$ cat config.mk
export PLATFORM = sky130hd
export DESIGN_NAME = inc_dec_counter
export DESIGN_NICKNAME = d
export VERILOG_FILES = /design/src/rtl/inc_dec_counter.sv
export SDC_FILE = /design/constraint.sdc
export NUM_CORES = 1
export LEC_CHECK = 0
export BUFFER_PORTS_ARGS = -buffer_cell sky130_fd_sc_hd__buf_2
export CAP_MARGIN = 20
export CORE_ASPECT_RATIO = 1.2
export CORE_MARGIN = 10
export CORE_UTILIZATION = 30
export CTS_CLUSTER_SIZE = 16
export DETAILED_ROUTE_END_ITERATION = 16
export GPL_TIMING_DRIVEN = 1
export PLACE_DENSITY = 0.64
export SYNTH_ARGS = -nofsm -noshare
export SYNTH_HDL_FRONTEND = slang
export SYNTH_SLANG_ARGS = --single-unit
$ cat constraint.sdc
create_clock -name CLK -period 1.8 [get_ports CLK]
set_input_delay 0 -clock CLK [delete_from_list [all_inputs] [get_ports CLK]]
set_output_delay 0 -clock CLK [all_outputs]
set_load 0.01 [all_outputs]
$ cat src/rtl/inc_dec_counter.sv
// -----------------------------------------------------------------------------
// lau_pkg / inc_dec_prefix / inc_dec_counter
//
// This file holds three pieces:
//   lau_pkg         Shared arithmetic-library types. speed_e selects the
//                   structure of the prefix network.
//   inc_dec_prefix  Parallel-prefix +/-1 unit (IncDec). The result wraps
//                   modulo 2^width.
//   inc_dec_counter Registered up/down counter with a runtime modulus. It
//                   supports wrap or saturate at the limits, parallel load,
//                   a terminal-count flag and a one-cycle boundary pulse.
//
// inc_dec_counter ports:
//   CLK  in   1      clock; all state changes on the rising edge
//   RST  in   1      synchronous active-high reset (Q=0, OVF=0)
//   EN   in   1      count enable, one step per cycle
//   DEC  in   1      direction: 0 = +1, 1 = -1
//   LD   in   1      parallel load of D; takes priority over EN
//   D    in   width  load value (loaded as-is, even when above MAX)
//   MAX  in   width  upper bound of the range [0, MAX]; may change any cycle
//   SAT  in   1      boundary mode: 0 = wrap, 1 = saturate
//   Q    out  width  registered count
//   TC   out  1      terminal count; combinational from Q, DEC and MAX
//   OVF  out  1      registered pulse, high after an enabled boundary step
// -----------------------------------------------------------------------------

package lau_pkg;
  // SMALL: serial ripple of the carry/borrow chain (fewest gates).
  // FAST : Kogge-Stone prefix AND (log2 depth).
  typedef enum logic [0:0] {SMALL = 1'b0, FAST = 1'b1} speed_e;
endpackage

// -----------------------------------------------------------------------------
// inc_dec_prefix: y = dec ? a-1 : a+1  (modulo 2^width)
//   a    in   width  operand
//   dec  in   1      0 = increment, 1 = decrement
//   y    out  width  result
// Bit i toggles when every lower bit is 1 (increment) or every lower bit is
// 0 (decrement). Inverting the operand for decrement turns both cases into
// the same prefix-AND of the propagate vector.
// -----------------------------------------------------------------------------
module inc_dec_prefix #(
  parameter int              width = 8,
  parameter lau_pkg::speed_e speed = lau_pkg::FAST
) (
  input  logic [width-1:0] a,
  input  logic             dec,
  output logic [width-1:0] y
);

  // The top bit never propagates into anything, so only width-1 bits are
  // fed into the prefix network.
  logic [width-2:0] prop;
  logic [width-1:0] tgl;

  assign prop   = a[width-2:0] ^ {(width-1){dec}};
  assign tgl[0] = 1'b1;

  if (speed == lau_pkg::FAST) begin : g_fast
    localparam int LVLS = $clog2(width - 1);
    logic [LVLS:0][width-2:0] pre;

    assign pre[0] = prop;
    for (genvar l = 0; l < LVLS; l++) begin : g_lvl
      for (genvar i = 0; i < width - 1; i++) begin : g_bit
        if (i >= (1 << l)) begin : g_cmb
          assign pre[l+1][i] = pre[l][i] & pre[l][i-(1<<l)];
        end else begin : g_pass
          assign pre[l+1][i] = pre[l][i];
        end
      end
    end
    for (genvar i = 1; i < width; i++) begin : g_tgl
      assign tgl[i] = pre[LVLS][i-1];
    end
  end else begin : g_small
    for (genvar i = 1; i < width; i++) begin : g_tgl
      assign tgl[i] = tgl[i-1] & prop[i-1];
    end
  end

  assign y = a ^ tgl;

endmodule

// -----------------------------------------------------------------------------
// inc_dec_counter
// -----------------------------------------------------------------------------
module inc_dec_counter #(
  parameter int              width = 8,
  parameter lau_pkg::speed_e speed = lau_pkg::FAST
) (
  input  logic             CLK,
  input  logic             RST,
  input  logic             EN,
  input  logic             DEC,
  input  logic             LD,
  input  logic [width-1:0] D,
  input  logic [width-1:0] MAX,
  input  logic             SAT,
  output logic [width-1:0] Q,
  output logic             TC,
  output logic             OVF
);

  logic [width-1:0] step;     // Q +/- 1 from the prefix unit
  logic             at_top;   // Q >= MAX, unsigned
  logic             at_zero;  // Q == 0
  logic [width-1:0] q_nxt;
  logic             ovf_nxt;

  inc_dec_prefix #(
    .width (width),
    .speed (speed)
  ) u_step (
    .a   (Q),
    .dec (DEC),
    .y   (step)
  );

  // The boundary compares run in parallel with the prefix network. Each one
  // only drives a mux select at the end of the path.
  assign at_top  = (Q >= MAX);
  assign at_zero = (Q == '0);

  // TC is high exactly when an enabled step on this edge would raise OVF.
  assign TC = DEC ? at_zero : at_top;

  // Next-state selection for an enabled step. At a boundary the mux replaces
  // the modulo-2^width result, so a raw wrap of the unit never reaches Q.
  // A count above MAX (left by a load or a lowered MAX) steps up into the
  // boundary case, and steps down normally toward the range.
  always_comb begin
    q_nxt   = step;
    ovf_nxt = 1'b0;
    if (TC) begin
      ovf_nxt = 1'b1;
      if (DEC) q_nxt = SAT ? '0  : MAX;
      else     q_nxt = SAT ? MAX : '0;
    end
  end

  always_ff @(posedge CLK) begin
    if (RST) begin
      Q   <= '0;
      OVF <= 1'b0;
    end else if (LD) begin
      Q   <= D;
      OVF <= 1'b0;
    end else if (EN) begin
      Q   <= q_nxt;
      OVF <= ovf_nxt;
    end else begin
      OVF <= 1'b0;
    end
  end

endmodule

Yosys cells after proc, flatten, opt, wreduce, memory -nomap -nowiden
Index checks and enable logic that the tools add are counted.
{"block": "classes", "n_reduce_logical": 3, "order_cmp": 1, "n_bitwise": 17, "mux": 8}
{"operator": "8-bit two-way mux", "count": 6}
{"operator": "1-bit AND", "count": 14}
{"operator": "8-bit greater-or-equal comparator", "count": 1}
{"operator": "8-bit zero test", "count": 1}
{"operator": "8-bit bitwise XOR", "count": 1}
{"operator": "7-bit bitwise XOR", "count": 1}
{"operator": "3-bit OR reduction", "count": 1}
{"operator": "1-bit two-way mux", "count": 2}
{"operator": "2-bit nonzero test", "count": 1}
{"operator": "1-bit NOT", "count": 1}
{"block": "word_totals", "inputBits": 22, "ff_bits": 9}

Longest topological paths before layout
Gate-level depths: netlist of the first run.
{"block": "logic_depth", "ltp_word": 8, "mapped_depth": 7, "depth_no_buf": 7}

Hierarchy
Synthesis of the first run repeated with hierarchy kept, for this count alone.
{"block": "unflattened", "cells_unflattened": 167, "hier_area_um2": 1159.9}
{"module": "inc_dec_counter", "area_each_um2": 958.4, "n_inst": 1, "cells_each": 139, "seq_area_each_um2": 180.2}
{"module": "inc_dec_prefix", "area_each_um2": 201.4, "n_inst": 1, "cells_each": 28, "seq_area_each_um2": 0.0}

Least setup slack after synthesis of the first run
No wires, ideal clock.
{"block": "synth_path", "path_kind": "register to register", "from": "register Q[1]", "to": "register Q[1]", "slack_ns": -0.081, "required_ns": 1.740, "setup_time_ns": 0.060, "n_path_buf": 1, "arrival_time_ns": 1.822, "stages_incl_launch_ff": 7, "period_less_slack_ns": 1.881, "cell_sequence": "dfxtp_1 -> buf_6 -> or4_4 -> o21ai_2 -> nand2_2 -> nor4_4 -> a221o_1"}
{"block": "synth_between", "elab_chain_len": 5, "word_cells_on_any_way": 7, "cone_classes": "order compare (1); mux (4); bitwise (1); reduce/logical (1)"}
{"item": "from (decl)", "line_no": "101", "rtl": "output logic [width-1:0] Q,"}
{"item": "from (signal assigned)", "line_no": "151", "rtl": "Q <= q_nxt;"}
{"item": "8-bit greater-or-equal comparator / 8-bit zero test (equally long branches)", "line_no": "123, 124"}
{"item": "1-bit two-way mux", "line_no": "127", "rtl": "assign TC = DEC ? at_zero : at_top;"}
{"item": "8-bit two-way mux *", "line_no": "136", "rtl": "if (TC) begin"}
{"item": "8-bit two-way mux *", "line_no": "150", "rtl": "end else if (EN) begin"}
{"item": "8-bit two-way mux *", "line_no": "147", "rtl": "end else if (LD) begin"}
Every way passes the cells marked *; elsewhere a longest branch is shown, timed or not. The select of a mux whose other input is x is not followed.
A chain may end at the register's enable or synchronous reset.

Worst setup path in the final report of the first run
{"block": "layout_path", "from": "register Q[6]", "to": "register Q[7]"}
{"block": "layout_between", "elab_chain_len": 8, "word_cells_on_any_way": 11, "cone_classes": "order compare (1); mux (4); bitwise (5); reduce/logical (1)"}
{"item": "parallel branches: the longest is 5 deep, another holds 8-bit greater-or-equal comparator"}
{"item": "8-bit two-way mux *", "line_no": "136"}
{"item": "8-bit two-way mux *", "line_no": "150"}
{"item": "8-bit two-way mux *", "line_no": "147"}
Every way passes the cells marked *. The select of a mux whose other input is x is not followed.

==> results of run 1 <==
==> placed cells by master (no fill, tap or decap), drive strengths merged, types with 3 or more instances in the layout <==
master	instances
a21oi	13
inv	9
o21ai	3
dlygate4sd3	4
buf	46
nand2	3
dfxtp	9
nor2	17
nor3	4
ha	8
clkbuf	4
xnor2	6
xor2	3
a221o	7
nor3b	8
==> area by class of cell <==
type / instances / share of cell area, %
multi-input combinational: 92 / 55.90
timing repair buffer: 50 / 22.87
sequential: 9 / 13.61
tap: 36 / 3.267
inverter: 9 / 2.450
clock buffer: 4 / 1.906
==> worst max-delay path: cells and delay by family, from the launching register on <==
| kind | cells | cell delay, ns |
|---|---|---|
| simple gates | 1 | 0.05 |
| buf+inv | 1 | 0.14 |
| fa+ha+maj | 1 | 0.30 |
| flops | 1 | 0.33 |
| compound gates | 4 | 0.87 |
==> where the power goes <==
part	internal [mW]	switching, mW
Clock	0.0852	0.0662
Combinational	0.205	0.189
Sequential	0.218	0.0187
Total	0.508	0.274
==> flip-flops by register name, summed over array words and instances, names as in the netlist <==
signal,cells
Q,8
OVF,1
==> layer usage <==
| layer | GRT usage [%] | vias up | wire (µm) |
|---|---|---|---|
| met5 | 0 | - | 0 |
| met2 | 17.20 | 22 | 1496 |
| met1 | 11.84 | 465 | 1231 |
| met4 | 4.651 | 0 | 33 |
| met3 | 1.829 | 2 | 95 |
| li1 | - | 518 | - |
==> worst paths after layout <==
path	cells past startpoint	endpoint	from
max	7	Q[7]$_SDFFE_PP0P_	Q[6]$_SDFFE_PP0P_
min	2	Q[2]$_SDFFE_PP0P_	MAX[2]
max reg2reg	7	Q[7]$_SDFFE_PP0P_	Q[6]$_SDFFE_PP0P_
min reg2reg	3	Q[0]$_SDFFE_PP0P_	Q[0]$_SDFFE_PP0P_
==> metrics by stage <==
step,total power [mW],cell area [µm²],cells,hold slack (ns)
after floorplan,0.4491,934.6,117,0.1379
after global placement,0.5523,1181,188,0.2408
after detailed placement,0.5588,1181,188,0.2431
after CTS,0.7579,1315,199,0.002653
after global routing,0.8343,1379,200,0.02047
final,0.7816,1379,200,0.002667
==> cell families (layout without fill, tap and decap cells) <==
family                     count (synthesis)  in the layout  synth area share (%)
DFF                                        9              9                 19.49
adders and majority gates                  8              8                 10.83
AOI/OAI and AO/OA                         30             30                 23.14
and+or+nand+nor                           44             44                 29.37
muxes                                      1              1                 1.083
xor gates and xnor gates                   9              9                 8.526
buffers and inverters                     16             63                 7.577
==> what timing repair did <==
action | 4_1_cts | 5_1_grt
endpoints found under the setup margin | 8 | 9
hold endpoints to repair | 4 | 0
setup buffers | 3 | 1
hold buffers | 4 | 0
pin swaps | 12 | 10
gates resized for setup | 10 | 12
==> results.cfg, run 1 <==
[yosys]
yosys.area.top_type = dfxtp_1
synthArstFlopShare_pct = 0
yosys-top-cells-area = dfxtp_1 (19%), ha_1 (11%), a221o_1 (7.6%)
synthFlopType = dfxtp_1
syn_area_per_cell_um2 = 7.903
synth_most_common_cell = nor2_1
synth_cells = 117
synth.top_cells.by_count = nor2_1 (17), a21oi_1 (12), dfxtp_1 (9), inv_1 (9), ha_1 (8)
synth_cell_types = 38
syn_nets = 147
syn_area_um2 = 924.6
synth_top_area_share_pct = 19.49
ys_warn_count = 0
synth_edf_count = 0
ys_seq_area_share_pct = 19.49
synth_seq_cells = 9

[setup_path]
cp.arrival_ns = 1.93
cp_max_fo = 7
path_class = reg -> reg
critPathLaunchType = register
worstPathRequired_ns = 1.94
cp_slowest_cell = dfxtp_2
r2r_slack_ns = 0.009
max_stage_delay_ns = 0.33
path_cells = ha_1 -> a21oi_2 -> o2111ai_2 -> o21ba_4 -> nor4_4 -> buf_6 -> a221o_1
critPathCaptureType = register

[timing]
worst_pin_slew_ns = 0.3248
slew_viol_final = 0
hold_viol_final = 0
finClkSkew_ns = 0.002976
fin_crit_sh_pct = 99.50
timing.fmax_ghz = 0.5584
setup_slack_ns = 0.009017
maxSlewHeadroom_pct = 78.19
rsz0062_at_grt = yes
period_needed_ns = 1.791
setup_tns_ns = 0
setup_violations = 0

[die]
die_h_um = 80.82
start_util_pct = 30.82
io_pins = 32
rows = 22
dieArea_um2 = 5712
die_w_um = 70.68
core_area_um2 = 3000

[placed_design]
place_congestion = 0.8152
post-place-ws_ns = -0.1067
numPortBuffers = 31
dp_hpwl_mm = 2.261

[detailed_routing]
drt.antenna.violating_nets = 0
dr.pass1.iters = 4
wl_mm = 2.856
drc = 0
post_drt_wl_per_cell_um = 14.28
vias = 1007
drt_first_iter_violations = 10
vias_per_cell = 5.035

[cts]
clkTransAtPathRegs_ns = 0.06
cts_max_level = 1
clockBufferDepth = 2
numCtsBuffers = 3
cts_tree = done
cts.sinks = 9
clk_latency_ns = 0.25
clockRootBuffer = clkbuf_4

[finish]
nFillCells = 312
area_growth_pct = 49.12
multi_input_area_um2 = 770.7
antennaDiodeCount = 0
finalNetCount = 195
drive_gt1_share_pct = 45.12
finish.utilization_pct = 45.96
seqCellArea_um2 = 187.7

[global_routing]
grt_use_total_pct = 10.03
antenna_found_initial = 0
grt_pass1_vias = 1074
overflow = 0
grt_start_max_net_pins = 18
grt_pass1_wl_mm = 4.843

[pwr]
ir_drop_mv = 0.2440
powerDensity_nw_per_um2 = 566.9
static-leakage-power_nw = 0.6441

[hold_path]
min_path_type = in -> reg

[status]
status = complete, no violations

[job]
maxCapViolCount = 0
No activity file was read; power rests on OpenSTA's default activity.
==> run 2, diff against run 1 <==
--- a/config.mk
+++ b/config.mk
@@ -13,7 +13,7 @@
 export CTS_CLUSTER_SIZE = 16
 export DETAILED_ROUTE_END_ITERATION = 16
 export GPL_TIMING_DRIVEN = 1
-export PLACE_DENSITY = 0.64
+export PLACE_DENSITY = 0.59
 export SYNTH_ARGS = -nofsm -noshare
 export SYNTH_HDL_FRONTEND = slang
 export SYNTH_SLANG_ARGS = --single-unit
==> run 2 against run 1 <==
  * The flow now finishes with violations (setup timing)
  * Critical path type unchanged
  * Worst setup slack got worse by 0.011 ns
  * Power up 0.60%
  * Critical endpoint is now Q[3]$_SDFFE_PP0P_
  * Combinational power about the same
  * Clock power grew 5%
  * Critical path depth stayed put
==> results.cfg, run 2 (synthesis gave the netlist of run 1 again) <==
[global_routing]
overflow = 0
grt_pass1_wl_mm = 4.636
grt_pass1_vias = 1035
grt_start_max_net_pins = 18
antenna_found_initial = 0
grt_use_total_pct = 9.665

[finish]
largest_registers = Q x8, OVF x1
final_cells = 203
finalInstanceArea_um2 = 1398
area_growth_pct = 51.15
antennaDiodeCount = 0
top_register = Q
nFillCells = 292
drive_gt1_share_pct = 43.71
final_common_cell = buf_2
finish.utilization_pct = 46.58
largest_reg_flops = 8
final_cell_mix = buf_2 (31), nor2_1 (16), buf_4 (15)
finalNetCount = 198

[die]
dieArea_um2 = 5712
io_pins = 32
core_area_um2 = 3000
start_util_pct = 30.82
die_h_um = 80.82
die_w_um = 70.68
rows = 22

[setup_path]
critPathCaptureType = register
path_class = reg -> reg
cp_max_fo = 7
cp.arrival_ns = 1.95
critPathLaunchType = register
worstPathRequired_ns = 1.94

[cts]
clockRootBuffer = clkbuf_4
clkTransAtPathRegs_ns = 0.06
clk_latency_ns = 0.26
numCtsBuffers = 3
cts_tree = done
cts.sinks = 9
clockBufferDepth = 2
cts_max_level = 1

[pwr]
ir_drop_mv = 0.2760
fin_total_pwr_mw = 0.7863
static-leakage-power_nw = 0.6509
powerDensity_nw_per_um2 = 562.6

[detailed_routing]
drt.antenna.violating_nets = 0
vias_per_cell = 5.010
dr.pass1.iters = 4
post_drt_wl_per_cell_um = 14.08
drt_first_iter_violations = 18
wl_mm = 2.859
drc = 0
vias = 1017

[placed_design]
dp_hpwl_mm = 2.256
post-place-cells = 188
place_congestion = 0.7944
placedInstanceArea_um2 = 1181
numPortBuffers = 31

[timing]
fin_crit_sh_pct = 100.1
setup_slack_ns = -0.001844
setup_tns_ns = -0.001844
finClkSkew_ns = 0.005075
worst_pin_slew_ns = 0.3270
slew_viol_final = 0
hold_viol_final = 0
maxSlewHeadroom_pct = 78.04
timing.fmax_ghz = 0.5550
setup_violations = 1
period_needed_ns = 1.802
rsz0062_at_grt = yes

[hold_path]
min_path_type = in -> reg

[status]
status = finished, violations left
violations = setup timing

[job]
maxCapViolCount = 0
run 2: worst paths after layout:
| kind | from | to | slack (ns) | depth (start not counted) |
|---|---|---|---|---|
| worst max register to register | Q[6]$_SDFFE_PP0P_ | Q[3]$_SDFFE_PP0P_ | -0.002 | 7 |
| worst max-delay path | Q[6]$_SDFFE_PP0P_ | Q[3]$_SDFFE_PP0P_ | -0.002 | 7 |
| worst min register to register | Q[0]$_SDFFE_PP0P_ | Q[0]$_SDFFE_PP0P_ | 0.66 | 3 |
| worst min-delay path | D[0] | Q[0]$_SDFFE_PP0P_ | 0.08 | 4 |
run 2: power by group:
| part | total (mW) | internal (mW) | switching, mW |
|---|---|---|---|
| registers | 0.231 | 0.218 | 0.0138 |
| logic | 0.396 | 0.207 | 0.190 |
| clock network | 0.158 | 0.0855 | 0.0729 |
| total | 0.786 | 0.510 | 0.276 |
run 2: through the flow:
| step | setup slack [ns] | hold WS, ns |
|---|---|---|
| 4_1_cts | 0.004649 | 0.07220 |
| 2_1_floorplan | -0.008116 | 0.1379 |
| 6_report | -0.001844 | 0.08000 |
| 3_5_place_dp | -0.09150 | 0.2538 |
| 5_1_grt | -0.06163 | 0.1061 |
| 3_3_place_gp | -0.07577 | 0.2425 |
run 2: routing by layer:
metal  routed length, µm  vias to the layer above  GRT usage, %
li1                    -                      525             -
met1                1276                      462         11.03
met2                1454                       26         16.93
met3                  88                        4         1.098
met4                  39                        0         5.814
met5                   0                        -             0
run 2: repair_timing:
| action | CTS | global route |
|---|---|---|
| resized for setup | 9 | 9 |
| hold buffers | 7 | 0 |
| pin swaps | 6 | 3 |
| setup endpoints to repair | 8 | 7 |
| buffers inserted | 2 | 3 |
| endpoints found under the hold margin | 7 | 0 |
run 2: worst max-delay path, stage by stage (launching register included):
cell and delay [ns]:
dfxtp_4 0.36, ha_4 0.21, a21oi_2 0.14, o2111ai_2 0.16, o21ba_4 0.27, nor4_4 0.04, buf_4 0.16, a221o_1 0.33
run 2: area by class of cell:
cell class	count	area, µm²	share of cell area (%)
clock buffer	4	26.28	1.880
multi-input combinational	92	765.7	54.79
inverter	9	33.78	2.417
timing repair buffer	53	337.8	24.17
sequential	9	188.9	13.52
tap	36	45.04	3.223
==> run 3, diff against run 2 <==
--- a/config.mk
+++ b/config.mk
@@ -5,15 +5,16 @@
 export SDC_FILE = /design/constraint.sdc
 export NUM_CORES = 1
 export LEC_CHECK = 0
+export ABC_CLOCK_PERIOD_IN_PS = 1800
 export BUFFER_PORTS_ARGS = -buffer_cell sky130_fd_sc_hd__buf_2
 export CAP_MARGIN = 20
 export CORE_ASPECT_RATIO = 1.2
 export CORE_MARGIN = 10
-export CORE_UTILIZATION = 30
+export CORE_UTILIZATION = 44
 export CTS_CLUSTER_SIZE = 16
 export DETAILED_ROUTE_END_ITERATION = 16
 export GPL_TIMING_DRIVEN = 1
-export PLACE_DENSITY = 0.59
+export PLACE_DENSITY = 0.79
 export SYNTH_ARGS = -nofsm -noshare
 export SYNTH_HDL_FRONTEND = slang
 export SYNTH_SLANG_ARGS = --single-unit
==> run 3 against run 2 <==
  * Non-clock buffer count down 4
  * Register-to-register slack worse by 0.04 ns
  * The run ends with hold timing, setup timing left
  * Flip-flop and latch count unchanged
==> results.cfg, run 3 (synthesis gave the netlist of run 1 again) <==
[status]
status = finished, violations left
violations = hold timing, setup timing

[finish]
nFillCells = 174
drive_gt1_share_pct = 39.88
largest_registers = Q x8, OVF x1
finalInstanceArea_um2 = 1291
final_cell_mix = buf_2 (31), nor2_1 (17), buf_4 (14)
top_register = Q
final_common_cell = buf_2
finish.utilization_pct = 63.70
finalNetCount = 194
largest_reg_flops = 8
antennaDiodeCount = 0
area_growth_pct = 39.65

[cts]
cts.sinks = 9
numCtsBuffers = 3
clockBufferDepth = 2
cts_max_level = 1
cts_tree = done
clkTransAtPathRegs_ns = 0.06
clockRootBuffer = clkbuf_4
clk_latency_ns = 0.25

[pwr]
ir_drop_mv = 0.2956
powerDensity_nw_per_um2 = 584.8
static-leakage-power_nw = 0.6270
fin_total_pwr_mw = 0.7551

[global_routing]
grt_start_max_net_pins = 18
overflow = 0
antenna_found_initial = 0
grt_use_total_pct = 12.87
grt_pass1_wl_mm = 4.526
grt_pass1_vias = 1082

[detailed_routing]
vias_per_cell = 5.645
wl_mm = 2.786
vias = 1033
drc = 0
drt.antenna.violating_nets = 0
post_drt_wl_per_cell_um = 15.22
drt_first_iter_violations = 36
dr.pass1.iters = 4

[setup_path]
critPathLaunchType = register
r2r_slack_ns = -0.04
worst_r2r_endpoint = Q[1]$_SDFFE_PP0P_
critPathCaptureType = register
cp_max_fo = 7
worstPathRequired_ns = 1.94
cp.arrival_ns = 1.98
worst-r2r-cell-count = 7
path_class = reg -> reg
r2r-start = Q[7]$_SDFFE_PP0P_

[die]
die_h_um = 70.22
core_area_um2 = 2027
start_util_pct = 45.62
rows = 18
dieArea_um2 = 4342
die_w_um = 61.85
io_pins = 32

[hold_path]
hold_depth = 2
min_path_type = in -> reg
min_to = Q[6]$_SDFFE_PP0P_
holdCritStartpoint = MAX[6]

[placed_design]
numPortBuffers = 31
post-place-ws_ns = -0.05342
placedInstanceArea_um2 = 1176
place_congestion = 0.8716
dp_hpwl_mm = 2.206

[timing]
slew_viol_final = 0
timing.fmax_ghz = 0.5442
maxSlewHeadroom_pct = 76.98
fin_crit_sh_pct = 102.1
whs_ns = -0.002467
hold_viol_final = 1
finClkSkew_ns = 0.004182
rsz0062_at_grt = yes
setup_violations = 6
period_needed_ns = 1.838
setup_slack_ns = -0.03772
worst_pin_slew_ns = 0.3429

[job]
maxCapViolCount = 0
## run 3: per-stage QoR
step,instances,hold WS (ns),setup TNS [ns]
6_report,183,-0.002467,-0.1250
5_1_grt,183,0.01276,-0.8192
4_1_cts,183,0.001583,0
3_5_place_dp,174,0.2565,-0.2741
3_3_place_gp,174,0.2443,-0.1413
2_1_floorplan,117,0.1379,-0.02321
## run 3: timing repair
action | in CTS | in global routing
hold buffers | 4 | 0
endpoints found under the setup margin | 7 | 9
setup buffers | 2 | 1
resized for setup | 4 | 4
pin swaps | 2 | 1
endpoints found under the hold margin | 4 | 0
## run 3: layout make-up
| cell class | count | area [µm²] | share of cell area, % |
|---|---|---|---|
| Clock buffer | 4 | 26.28 | 2.035 |
| Inverter | 9 | 33.78 | 2.616 |
| Multi-Input combinational cell | 92 | 721.9 | 55.91 |
| Sequential cell | 9 | 183.9 | 14.24 |
| Tap cell | 20 | 25.02 | 1.938 |
| Timing Repair Buffer | 49 | 300.3 | 23.26 |
## run 3: worst max path at each step
stage / start / end / slack, ns
2_1_floorplan: Q[1]$_SDFFE_PP0P_ / Q[1]$_SDFFE_PP0P_ / -0.008
3_3_place_gp: Q[6]$_SDFFE_PP0P_ / Q[6]$_SDFFE_PP0P_ / -0.03
3_5_place_dp: Q[6]$_SDFFE_PP0P_ / Q[1]$_SDFFE_PP0P_ / -0.05
4_1_cts: Q[6]$_SDFFE_PP0P_ / Q[1]$_SDFFE_PP0P_ / 0.006
5_1_grt: Q[7]$_SDFFE_PP0P_ / Q[1]$_SDFFE_PP0P_ / -0.12
6_report: Q[7]$_SDFFE_PP0P_ / Q[1]$_SDFFE_PP0P_ / -0.04
## run 3: per-layer routing
layer,wire length [µm],share of wire [%],GRT usage (%),vias up
met3,179,6.4,2.170,6
met5,0,0,0,-
met1,1101,40,14.05,474
met4,55,2.0,4.975,0
met2,1450,52,22.97,32
li1,-,-,-,521
## run 3: power breakdown
group | switching (mW) | internal (mW) | leakage, nW | total [mW]
registers | 0.0156 | 0.217 | 0.0752 | 0.233
logic | 0.180 | 0.188 | 0.537 | 0.367
clock network | 0.0697 | 0.0853 | 0.0150 | 0.155
## run 3: worst max-delay path, stage by stage, from the launching register on
cell       delay, ns
dfxtp_1         0.34
ha_1            0.20
nor2_1          0.17
o2111ai_1       0.17
o21ba_4         0.28
nor4_4          0.04
buf_4           0.17
a221o_1         0.35
